`config.mk`:
```
export PLATFORM = sky130hd
export DESIGN_NAME = vga_timing
export DESIGN_NICKNAME = d
export VERILOG_FILES = /design/src/rtl/vga_pkg.sv /design/src/rtl/vga_axis.sv /design/src/rtl/vga_timing.sv
export SDC_FILE = /design/constraint.sdc
export NUM_CORES = 1
export LEC_CHECK = 0
export CAP_MARGIN = 10
export CORE_ASPECT_RATIO = 1.75
export CORE_MARGIN = 2
export CORE_UTILIZATION = 39
export CTS_CLUSTER_SIZE = 8
export DETAILED_ROUTE_END_ITERATION = 16
export GPL_TIMING_DRIVEN = 0
export PLACE_DENSITY_LB_ADDON = 0.1
export SLEW_MARGIN = 5
export SYNTH_ARGS = -nofsm -noshare
export SYNTH_HDL_FRONTEND = slang
export SYNTH_HIERARCHICAL = 1
export SYNTH_SLANG_ARGS = --single-unit
```
`constraint.sdc`:
```
create_clock -name clk -period 5.99 [get_ports clk]
set_input_delay 0.599 -clock clk [delete_from_list [all_inputs] [get_ports clk]]
set_output_delay 0.599 -clock clk [all_outputs]
set_load 0.1 [all_outputs]
```
`src/rtl/vga_pkg.sv`:
```
// ---------------------------------------------------------------------------
// vga_pkg: shared SVGA 800x600@60 timing constants and position type
// Revision: 1.0
// ---------------------------------------------------------------------------
`default_nettype none

package vga_pkg;

  localparam int POS_W = 11;

  localparam int HOR_TOTAL_DEF       = 1056;
  localparam int HOR_BLANK_START_DEF = 800;
  localparam int HOR_SYNC_START_DEF  = 840;
  localparam int HOR_SYNC_STOP_DEF   = 968;

  localparam int VER_TOTAL_DEF       = 628;
  localparam int VER_BLANK_START_DEF = 600;
  localparam int VER_SYNC_START_DEF  = 601;
  localparam int VER_SYNC_STOP_DEF   = 605;

  typedef logic [POS_W-1:0] vga_pos_t;

  function automatic bit axis_params_ok(input int total, input int blank_start,
                                        input int sync_start, input int sync_stop);
    return (sync_start > blank_start) && (sync_stop > sync_start) &&
           (total >= sync_stop) && (total <= 2048);
  endfunction

endpackage

`default_nettype wire

```
`src/rtl/vga_axis.sv`:
```
// ---------------------------------------------------------------------------
// vga_axis: one raster axis - wrapping counter with registered sync/blank decode
// Revision: 1.0
// ---------------------------------------------------------------------------
`default_nettype none

module vga_axis
  import vga_pkg::*;
#(
  parameter int TOTAL       = HOR_TOTAL_DEF,
  parameter int BLANK_START = HOR_BLANK_START_DEF,
  parameter int SYNC_START  = HOR_SYNC_START_DEF,
  parameter int SYNC_STOP   = HOR_SYNC_STOP_DEF
) (
  input  logic     clk,
  input  logic     rst_n,
  input  logic     advance,
  output vga_pos_t count,
  output logic     sync,
  output logic     blank,
  output logic     wrap
);

  localparam vga_pos_t LAST = vga_pos_t'(TOTAL - 1);

  generate
    if (!axis_params_ok(TOTAL, BLANK_START, SYNC_START, SYNC_STOP)) begin : g_param_check
      $error("vga_axis: illegal timing parameters");
    end
  endgenerate

  vga_pos_t count_next;

  assign wrap = advance && (count == LAST);

  always_comb begin
    count_next = count;
    if (wrap)
      count_next = '0;
    else if (advance)
      count_next = count + 1'b1;
  end

  // Flags decode the next count so they land in the same cycle as that count.
  always_ff @(posedge clk) begin
    if (!rst_n) begin
      count <= '0;
      sync  <= 1'b0;
      blank <= 1'b0;
    end else begin
      count <= count_next;
      sync  <= (int'(count_next) >= SYNC_START) && (int'(count_next) < SYNC_STOP);
      blank <= int'(count_next) >= BLANK_START;
    end
  end

endmodule

`default_nettype wire

```
`src/rtl/vga_timing.sv`:
```
// ---------------------------------------------------------------------------
// vga_timing: free-running 800x600@60 raster timing generator; defining
// VGA_FRAME_CNT_EN adds the 16-bit completed-frame counter output frame_cnt.
// Revision: 1.0
// ---------------------------------------------------------------------------
`default_nettype none

module vga_timing
  import vga_pkg::*;
#(
  parameter int HOR_TOTAL_TIME  = HOR_TOTAL_DEF,
  parameter int HOR_BLANK_START = HOR_BLANK_START_DEF,
  parameter int HOR_SYNC_START  = HOR_SYNC_START_DEF,
  parameter int HOR_SYNC_STOP   = HOR_SYNC_STOP_DEF,
  parameter int VER_TOTAL_TIME  = VER_TOTAL_DEF,
  parameter int VER_BLANK_START = VER_BLANK_START_DEF,
  parameter int VER_SYNC_START  = VER_SYNC_START_DEF,
  parameter int VER_SYNC_STOP   = VER_SYNC_STOP_DEF
) (
  input  logic        clk,
  input  logic        rst_n,
  output vga_pos_t    hcount,
  output logic        hsync,
  output logic        hblnk,
  output vga_pos_t    vcount,
  output logic        vsync,
  output logic        vblnk,
  output logic        frame_start
`ifdef VGA_FRAME_CNT_EN
  ,
  output logic [15:0] frame_cnt
`endif
);

  logic h_wrap;
  logic v_wrap;

  vga_axis #(
    .TOTAL       (HOR_TOTAL_TIME),
    .BLANK_START (HOR_BLANK_START),
    .SYNC_START  (HOR_SYNC_START),
    .SYNC_STOP   (HOR_SYNC_STOP)
  ) u_h_axis (
    .clk     (clk),
    .rst_n   (rst_n),
    .advance (1'b1),
    .count   (hcount),
    .sync    (hsync),
    .blank   (hblnk),
    .wrap    (h_wrap)
  );

  vga_axis #(
    .TOTAL       (VER_TOTAL_TIME),
    .BLANK_START (VER_BLANK_START),
    .SYNC_START  (VER_SYNC_START),
    .SYNC_STOP   (VER_SYNC_STOP)
  ) u_v_axis (
    .clk     (clk),
    .rst_n   (rst_n),
    .advance (h_wrap),
    .count   (vcount),
    .sync    (vsync),
    .blank   (vblnk),
    .wrap    (v_wrap)
  );

  // v_wrap only fires on an H wrap, so it marks the next position being 0,0.
  always_ff @(posedge clk) begin
    if (!rst_n)
      frame_start <= 1'b1;
    else
      frame_start <= v_wrap;
  end

`ifdef VGA_FRAME_CNT_EN
  always_ff @(posedge clk) begin
    if (!rst_n)
      frame_cnt <= '0;
    else if (v_wrap)
      frame_cnt <= frame_cnt + 16'd1;
  end
`endif

endmodule

`default_nettype wire

```
==> Word level (Yosys, flattened, before mapping) <==
Cells that the tools add are included.
{ "op_classes": {"n_addsub": 2, "order_cmp": 6, "eq_ne": 2, "muxes": 3, "reduce_logical": 3} }
{ "ops": {"columns": ["cell", "count"], "rows": [
  ["$ge 11x10->1 const B", 4],
  ["$mux 11", 3],
  ["$add 11x1->11 const B", 2],
  ["$lt 11x10->1 const B", 2],
  ["$eq 11x10->1 const B", 1],
  ["$eq 11x11->1 const B", 1],
  ["$logic_and 1x1->1", 3]
]} }
{ "totals": {"ff_bits": 27, "output_inout_bits": 27} }

==> Logic depth before layout (Yosys ltp) <==
{ "depth": {"word_depth": 5, "depth_mapped": 11, "mapped_depth_nobuf": 10} }

==> Cells and area by module <==
The synthesis kept the hierarchy.
{ "modules_own_cells": {"columns": ["module", "instances", "cells_per_inst", "area_each_um2", "seq_area_each_um2"], "rows": [
  ["vga_axis (u_v_axis)", 1, 92, 774.5, 260.2],
  ["vga_axis (u_h_axis)", 1, 79, 720.7, 260.2],
  ["vga_timing", 1, 3, 30.0, 20.0]
]} }

==> Least setup slack after synthesis <==
Ideal clock, no wire load.
{ "synth_path": {"kind": "reg-to-reg", "startpoint": "register u_h_axis.count[0]", "endpoint": "register u_v_axis.sync", "setup_ns": 0.088, "arrival_time_ns": 3.371, "setup_slack_ns": 2.531, "path_stages_with_launch": 12, "n_path_buf": 1, "path_cell_list": "dfxtp_1 ha_1 nand4_1 or4_4 inv_1 buf_2 nand4_1 nor2_1 nand4_1 xor2_1 nand3_1 nor4_2"} }
{ "synth_between": {"elab_chain_len": 5, "elab_cells_between_ends": 7, "cone_classes": "order compare (2); eq/ne (1); mux (2); reduce/logical (2)"} }
{ "synth_lines": {"columns": ["item", "line", "text"], "rows": [
  ["start: declaration", "vga_axis.sv:18", "output vga_pos_t count,"],
  ["start signal: assignment", "vga_axis.sv:51", "count <= count_next;"],
  ["$eq 11x11->1 (*)", "vga_axis.sv:34", "assign wrap = advance && (count == LAST);"],
  ["named net h_wrap", "vga_timing.sv:35", "logic h_wrap;"],
  ["$mux 11 / $logic_and 1x1->1 (equally long branches)", "vga_axis.sv:40, vga_axis.sv:34", null],
  ["$mux 11 (*)", "vga_axis.sv:38", "if (wrap)"],
  ["$ge 11x10->1 / $lt 11x10->1 (equally long branches)", "vga_axis.sv:52", "sync <= (int'(count_next) >= SYNC_START) && (int'(count_next) < SYNC_STOP);"],
  ["$logic_and 1x1->1 (*)", "vga_axis.sv:52", null],
  ["end signal: assignment", "vga_axis.sv:52", null],
  ["end: declaration", "vga_axis.sv:19", "output logic sync,"]
]} }
Mark *: on every way through the listed nets, which the timed path passes. The rest lies on a longest branch.
A chain may end at the register's enable or synchronous reset.

==> Worst setup path in the final report <==
{ "layout_path": {"startpoint": "register u_h_axis.count[7]", "endpoint": "register u_v_axis.sync"} }
Same word-level chain as after synthesis.

==> impl_results.md <==
* CTS tree: done
* Number of global-route vias before repair at 1321
* Gr busiest metal: met2
* Crit path launch type: register
* Multi-input logic area at 910 um^2
* Register Area at roughly 540 um^2
* Clk buf depth at 2
* PwrDens at 164 nW/um^2
* Final period util at 52.1%
* Largest net degree at the start of global routing at 15
* Setup Skew at between 0.005 and 0.006 ns
* Io pins at 29
* CP endpoint kind: register
* Type of the most critical hold path: register to register
* Ys Warns at 6
* Max-slew violation count at 0
* Final Setup Violations at 0
* Chip width at 51.3 um
* NetSw at 78.2 uW
* Worst-Margin Slew at 0.969 ns
* Total die area at 4450 um^2
* Final layout net count at 211
* Status: finished, final reports clean
* Effective utilization at floorplan at 39.8%
* CTS H-Tree Depth at 1
* Clock-pin slew on the worst setup and hold paths at 0.10 ns
* Routability cong. at 0.860
* VDD IR max at 0.101 mV
* Syn_nets at 178
* Synthesized flop and latch total at 27
* Final Hold Viols at 0
* GR met1 Demand/Resource at approximately 18%
* Vias per std cell at 5.41
* Ys flop type: dfxtp_1
* Met3 usage at 1.55%
* Worst path slowest cell: or4_4
* Antenna Diode Count at 0
* Static Leak at 0.000692 uW
* Fin crit period at a little over 3 ns
* Clk Latency, worst-skew pair at 0.27 ns
* Setup_tns at 0 ns
* Register area share after synthesis at 35.4%
* CP dominant cell by count: nand4_1
* Core Region at 3830 um^2
* Clock buffer count from CTS at 3
* Via count at between 1000 and 1500
* Filler instances at roughly 420
* Number of DRC markers in iteration 0 at 39
* Average size of a mapped cell at 8.77 um^2
* Cts repair resizes at 0
* Antenna Nets Post-Route at 0
* Pint at 235 uW
* Pre-antenna DRT Iters at 4
* Critical path class: register to register
* EDFF count, synth at 0
* Post-synth ARST share at 0%
* Met2 Usage GRT at between 30% and 40%
* Commonest non-fill, non-tap cells in the layout: 28 x clkdlybuf4s50_1, 27 x dfxtp_1, 25 x nor2_1, 11 x nand2_1, 11 x xor2_1
* Max-Cap Viols at 0
* HPWL after detailed placement at 2660 um
* Post-CTS setup buffer count at 0
* Mapped Cells at 174
* Clock group share of total power at 33.3%
* Worst path cell trace: buf_6 > or4_1 > or4_4 > inv_1 > buf_2 > nand4_1 > nor2_1 > nand4_1 > xor2_1 > nand3_1 > nor4_2
* Total track usage at between 10% and 20%
* RSZ-0062 raised after global routing: false
* Critical path peak fanout at 10
* Hold_ws at 0.612 ns
* Crit path required time at roughly 6 ns
* Antenna violations before repair at 0
* Worst stage delay on the critical path at 0.53 ns
* CP Data Arrival Time at about 3.3 ns
* Die H at 86.7 um
* Rows at 30
* Slew HR at 35.2%
* Power share of the combinational group at 8.3%
* Drt total wl at 3490 um
* Fmax at 321 MHz
* CTS Hold Buffers Added at 0
* Drt drc at 0
* Syn-to-layout area delta at 25.3%
* Seq pwr share at about three fifths
* First-pass GRT wire length at 5820 um
* DR WL/cell at 13.7 um
* R2r setup slk at 2.87 ns
* Sw Ratio at 24.9%
* Grt ovf at 0
* Clock sink total at 27
* CTS root buf: clkbuf_8
* Mapped cell area at 1530 um^2
* IO Port Bufs at 28
* Yosys cell types at 48
* Commonest non-fill, non-tap cell in the layout: clkdlybuf4s50_1
* Layout cells sized above 1 at around an eighth
cell usage after synthesis, drive strengths merged, types with 2 or more instances:
master | number | area [um^2]
ha | 2 | 25.0
nor3 | 4 | 20.0
nor4b | 2 | 38.8
buf | 8 | 55.1
mux2i | 4 | 40.0
dfxtp | 27 | 541
and4 | 3 | 26.3
nor4 | 2 | 18.8
or4 | 3 | 26.3
nor2 | 27 | 106
nand2b | 3 | 18.8
xor2 | 11 | 96.3
nand2 | 13 | 63.8
xnor2 | 9 | 78.8
o21ai | 2 | 13.8
nand4 | 10 | 62.6
a31oi | 2 | 12.5
a21oi | 5 | 25.0
a211oi | 2 | 20.0
nand3 | 7 | 40.0
inv | 4 | 15.0
and2 | 6 | 37.5
a32oi | 2 | 17.5
and3 | 2 | 12.5
metal layers:
layer	part of all wire (%)	vias to the layer above
met4	2.1	0
met5	0	-
met2	56	41
met1	38	648
met3	4.1	6
li1	-	678
worst paths after layout:
kind                                                     end                    startpoint  depth (start not counted)
worst max-delay path                u_v_axis/sync$_SDFF_PN0_  u_h_axis/count[7]$_SDFF_PN0_                         11
worst min-delay path            u_h_axis/count[0]$_SDFF_PN0_  u_h_axis/count[0]$_SDFF_PN0_                          2
worst max register to register      u_v_axis/sync$_SDFF_PN0_  u_h_axis/count[7]$_SDFF_PN0_                         11
worst min register to register  u_h_axis/count[0]$_SDFF_PN0_  u_h_axis/count[0]$_SDFF_PN0_                          2
power by group through the flow:
stage / combinational, uW / clock (uW) / sequential, uW
global route: 27.4 / 117 / 183
detailed placement: 25.9 / 0 / 187
CTS: 26.0 / 110 / 183
finish: 25.9 / 105 / 183
floorplan: 6.18 / 0 / 200
global placement: 25.7 / 0 / 187
registers in the layout, summed over array words and instances, names as in the netlist:
name	count
u_h_axis/sync	1
u_v_axis/sync	1
u_v_axis/count	11
u_h_axis/count	11
u_h_axis/blank	1
frame_start	1
u_v_axis/blank	1
area by class of cell:
type                       instances  area share, %
tap                               48           3.14
timing repair buffer              28           14.7
buffer                             9           3.14
sequential                        27           28.3
clock buffer                       4           2.36
inverter                           4          0.786
multi-input combinational        134           47.6
cell families (layout without fill, tap and decap cells):
kind of cell,Yosys count,in the layout,synth area share (%)
AOI/OAI and AO/OA,22,22,10.7
DFF,27,27,35.4
buffers and inverters,13,45,4.92
adders and majority gates,2,2,1.64
xor gates and xnor gates,20,20,11.5
muxes,4,4,2.63
and+or+nand+nor,85,85,32.9
other,1,1,0.246
stage by stage:
| step | instances | instance area (um^2) | setup slack, ns | power (uW) | utilization, % |
|---|---|---|---|---|---|
| floorplan | 174 | 1530 | 2.53 | 206 | - |
| global placement | 250 | 1870 | 2.91 | 213 | 48.7 |
| detailed placement | 250 | 1870 | 2.90 | 213 | 48.7 |
| CTS | 254 | 1910 | 2.87 | 319 | 49.9 |
| global route | 254 | 1910 | 2.64 | 328 | 49.9 |
| finish | 254 | 1910 | 2.87 | 314 | 49.9 |
critical path: cells and delay by family (launching register included):
kind,cells,cell delay [ns]
and+or+nand+nor,7,2.01
buffers and inverters,3,0.42
DFF,1,0.33
xor gates and xnor gates,1,0.29
Power figures use the tool's default switching activity.
==> RTL edit 1, RTL diff (config.mk and constraints unchanged) <==
The package constant `POS_W` goes from 11 to 13.
--- a/src/rtl/vga_pkg.sv
+++ b/src/rtl/vga_pkg.sv
@@ -6,7 +6,7 @@
 
 package vga_pkg;
 
-  localparam int POS_W = 11;
+  localparam int POS_W = 13;
 
   localparam int HOR_TOTAL_DEF       = 1056;
   localparam int HOR_BLANK_START_DEF = 800;
Ports: changed (resized hcount and vcount); port bits go from 29 to 33. No check against the original RTL was run, so the function may have changed too.
==> RTL edit 1 against the original RTL <==
- core utilization rose by 1.9 points
- power increased by 34%
- sequential share of layout area down 1.3 points
- worst setup slack improved by 220 ps
- area after synthesis is 19% higher
- wire length grew 27%
- largest cell class unchanged
- critical endpoint unchanged
- sequential cell count grew 4
- design area up 20%
==> RTL edit 1: results <==
export IMPL_status="complete, no violations"
export IMPL_synthArstFlopShare_pct=0
export IMPL_reg_top3="u_h_axis/count: 13 flops, u_v_axis/count: 13 flops"
export IMPL_drive_gt1_share_pct=17.9
export IMPL_cts_buffer_depth=2
export IMPL_dpl_cell_area_mm2=0.00220
export IMPL_clkLatencyLatePin_ps=280
export IMPL_nFillCells=449
export IMPL_ctsHoldBuffers=0
export IMPL_firstDrtPassIters=4
export IMPL_diodes=0
export IMPL_hpwl_mm=3.28
export IMPL_synth_warnings=6
export IMPL_hp_start="u_h_axis/count[0]"
export IMPL_r2r_end="u_v_axis/sync"
export IMPL_wl_mm=4.43
export IMPL_rrSetupSlack_ps=3090
export IMPL_startpoint="u_h_axis/count[8]"
export IMPL_htree_num_levels=2
export IMPL_yosysSeqAreaShare_pct=34.2
export IMPL_slowest_delay_ps=490
export IMPL_fin_nets=244
export IMPL_critPathTopFamily="simple AND/OR/NAND/NOR gates"
export IMPL_cp_max_fo=10
export IMPL_cts_clk_slew_worst_paths_ps=70
export IMPL_cts_root_buf="clkbuf_8"
export IMPL_hold_path_end="u_h_axis/count[0]"
export IMPL_tightest_slew_ps=970
export IMPL_grtUsageTotal_pct=17.6
export IMPL_ctsResizeCount=0
export IMPL_portBuffers=32
export IMPL_r2r_cells=10
export IMPL_antenna_found_initial=0
export IMPL_grt_max_degree=11
export IMPL_setup_worst_path_class="flip-flop to flip-flop"
export IMPL_synth_fp_nets=205
export IMPL_drtIter0Drc=47
export IMPL_switching_share_pct=24.0
export IMPL_synth_distinct_cells=59
export IMPL_grt_pass1_vias=1497
export IMPL_power_leakage_nw=0.803
export IMPL_vias=1596
export IMPL_irDropWorstVdd_mv=0.173
export IMPL_slowest_stage="or4_4"
export IMPL_critical_path_arrival_ps=3090
export IMPL_finalClockSkew_ps=4.67
export IMPL_synth_common_cells="dfxtp_1, nor2_1, xnor2_1"
export IMPL_synth_area_leaders="dfxtp_1, xnor2_1, nor2_1"
export IMPL_hp_class="flip-flop to flip-flop"
export IMPL_grt_pass1_wl_mm=7.11
export IMPL_cts_buffers_inserted=5
export IMPL_gp_congestion=0.801
export IMPL_hold_path_cell_count=2
export IMPL_cts_setup_buffers=0
==> RTL edit 1: cell families after synthesis <==
| family | share of synthesized area (%) |
|---|---|
| AND/OR/NAND/NOR | 31.5 |
| buffers and inverters | 5.37 |
| adder cells (fa/ha/maj) | 2.07 |
| multiplexers | 2.89 |
| XOR/XNOR | 10.6 |
| flip-flops | 34.2 |
| AO/OA/AOI/OAI | 13.2 |
| other | 0.206 |
==> RTL edit 1: cell type report <==
cell class	count	share of cell area [%]
plain buffers	8	2.77
clock buffers	8	4.35
inverters	9	1.47
multi-input cells	152	47.7
flip-flops and latches	31	27.0
well taps	51	2.77
repair buffers	32	13.9
==> RTL edit 1: power groups by stage <==
stage	clock network [W]	registers [W]	logic, W
detailed placement	0	0.000215	0.0000273
global placement	0	0.000215	0.0000273
global route	0.000200	0.000210	0.0000288
finish	0.000183	0.000210	0.0000272
floorplan	0	0.000227	0.00000737
CTS	0.000191	0.000210	0.0000274
==> RTL edit 1: through the flow <==
| stage | power (W) | setup slack, ps | instances | hold slack [ps] | utilization, % |
|---|---|---|---|---|---|
| 2_1_floorplan | 0.000235 | 2730 | 200 | 673 | - |
| 6_report | 0.000421 | 3090 | 291 | 596 | 51.8 |
| 4_1_cts | 0.000428 | 3070 | 291 | 606 | 51.8 |
| 3_5_place_dp | 0.000242 | 3090 | 283 | 586 | 49.5 |
| 3_3_place_gp | 0.000242 | 3100 | 283 | 577 | 49.5 |
| 5_1_grt | 0.000438 | 2980 | 291 | 638 | 51.8 |
==> RTL edit 1: layer usage <==
metal	track usage [%]	vias to the layer above	wire length, um
li1	-	797	-
met4	7.93	0	95
met5	0	-	0
met3	2.89	7	122
met2	33.8	32	2490
met1	18.3	760	1720
==> RTL edit 2, RTL diff (same settings) <==
Without the edit above. The output `frame_start` loses its register stage (`frame_start` becomes a continuous assignment).
--- a/src/rtl/vga_timing.sv
+++ b/src/rtl/vga_timing.sv
@@ -66,12 +66,7 @@
   );
 
   // v_wrap only fires on an H wrap, so it marks the next position being 0,0.
-  always_ff @(posedge clk) begin
-    if (!rst_n)
-      frame_start <= 1'b1;
-    else
-      frame_start <= v_wrap;
-  end
+  assign frame_start = v_wrap;
 
 `ifdef VGA_FRAME_CNT_EN
   always_ff @(posedge clk) begin
Check against the original RTL: not equivalent (a bounded check fails within 4 cycles, from zero or initial values and one cycle with rst_n low).
==> RTL edit 2 against the original RTL <==
- core utilization is 1.7 points higher
- first-iteration DRC count is 23% higher
- sequential power is 4% lower
- power is 0.86% lower
- wire length is 1.6% higher
- critical path type is now flip-flop to primary output
- sequential cell count is 1 lower
- hold slack worse by 8.1 ps
- die area is 1.6% lower
- area after synthesis is 1.7% lower
- largest cell class unchanged
- design area is 0.98% lower
- worst setup slack worse by 1200 ps
- fmax is 28% lower
- count of clock-buffer cells in the layout stayed put
==> RTL edit 2: results <==
export IMPL_status="complete, no violations"
export IMPL_cts_buffers_inserted=3
export IMPL_slowest_delay_ps=1130
export IMPL_slowest_stage="clkdlybuf4s50_1"
export IMPL_clk_share_pct=2.91
export IMPL_layout_cells_non_filler=250
export IMPL_drive_gt1_share_pct=12.7
export IMPL_grtUsageTotal_pct=17.4
export IMPL_viasPerCell=5.53
export IMPL_nMultiInputCombCells=133
export IMPL_multi_input_area_um2=903
export IMPL_nFillCells=358
export IMPL_fin_nets=209
export IMPL_synth_fp_nets=176
export IMPL_setup_worst_path_class="flip-flop to primary output"
export IMPL_gp_congestion=0.840
export IMPL_portBuffers=28
export IMPL_synthesis_area_mm2=0.00150
export IMPL_met2_usage_pct=33.0
export IMPL_finalClockSkew_ps=6.23
export IMPL_synth_common_cells="dfxtp_1, nor2_1, nand2_1, xor2_1, nand4_1"
export IMPL_drtIter0Drc=48
export IMPL_yosysTopAreaCellShare_pct=34.7
export IMPL_grt_pass1_vias=1338
export IMPL_ys_seq_elements=26
export IMPL_power_leakage_nw=0.686
export IMPL_dpl_cell_area_mm2=0.00184
export IMPL_grt_use_met3_pct=1.57
export IMPL_switchingPower_w=0.0000721
export IMPL_synth_area_leaders="dfxtp_1, xor2_1, nor2_1"
export IMPL_use_met1_pct=17.0
export IMPL_seq_area_share_pct=27.5
export IMPL_wl_met2_mm=2.04
export IMPL_grt_pass1_wl_mm=5.88
export IMPL_tightest_slew_ps=971
export IMPL_met3_length_um=143
export IMPL_avgSynthCellArea_um2=8.71
## RTL edit 2: logic make-up after synthesis
family                     count (synthesis)  share of synthesized area (%)
AOI/OAI and AO/OA                         22                           10.9
xor gates and xnor gates                  20                           11.7
adders and majority gates                  2                           1.67
buffers and inverters                     13                           5.01
DFF                                       26                           34.7
muxes                                      4                           2.67
other                                      1                          0.250
and+or+nand+nor                           84                           33.1
## RTL edit 2: power groups by stage
stage / combinational (W) / clock, W / sequential [W]
2_1_floorplan: 0.00000605 / 0 / 0.000190
3_5_place_dp: 0.0000224 / 0 / 0.000180
3_3_place_gp: 0.0000220 / 0 / 0.000180
5_1_grt: 0.0000238 / 0.000122 / 0.000176
6_report: 0.0000223 / 0.000113 / 0.000176
4_1_cts: 0.0000225 / 0.000116 / 0.000176
## RTL edit 2: final timing paths
check                                    endpoint  slack, ps  cells past startpoint
worst max-delay path                  frame_start       1670                      9
worst min-delay path            u_v_axis/count[1]        600                      2
worst max register to register      u_v_axis/sync       2900                     11
worst min register to register  u_v_axis/count[1]        600                      2
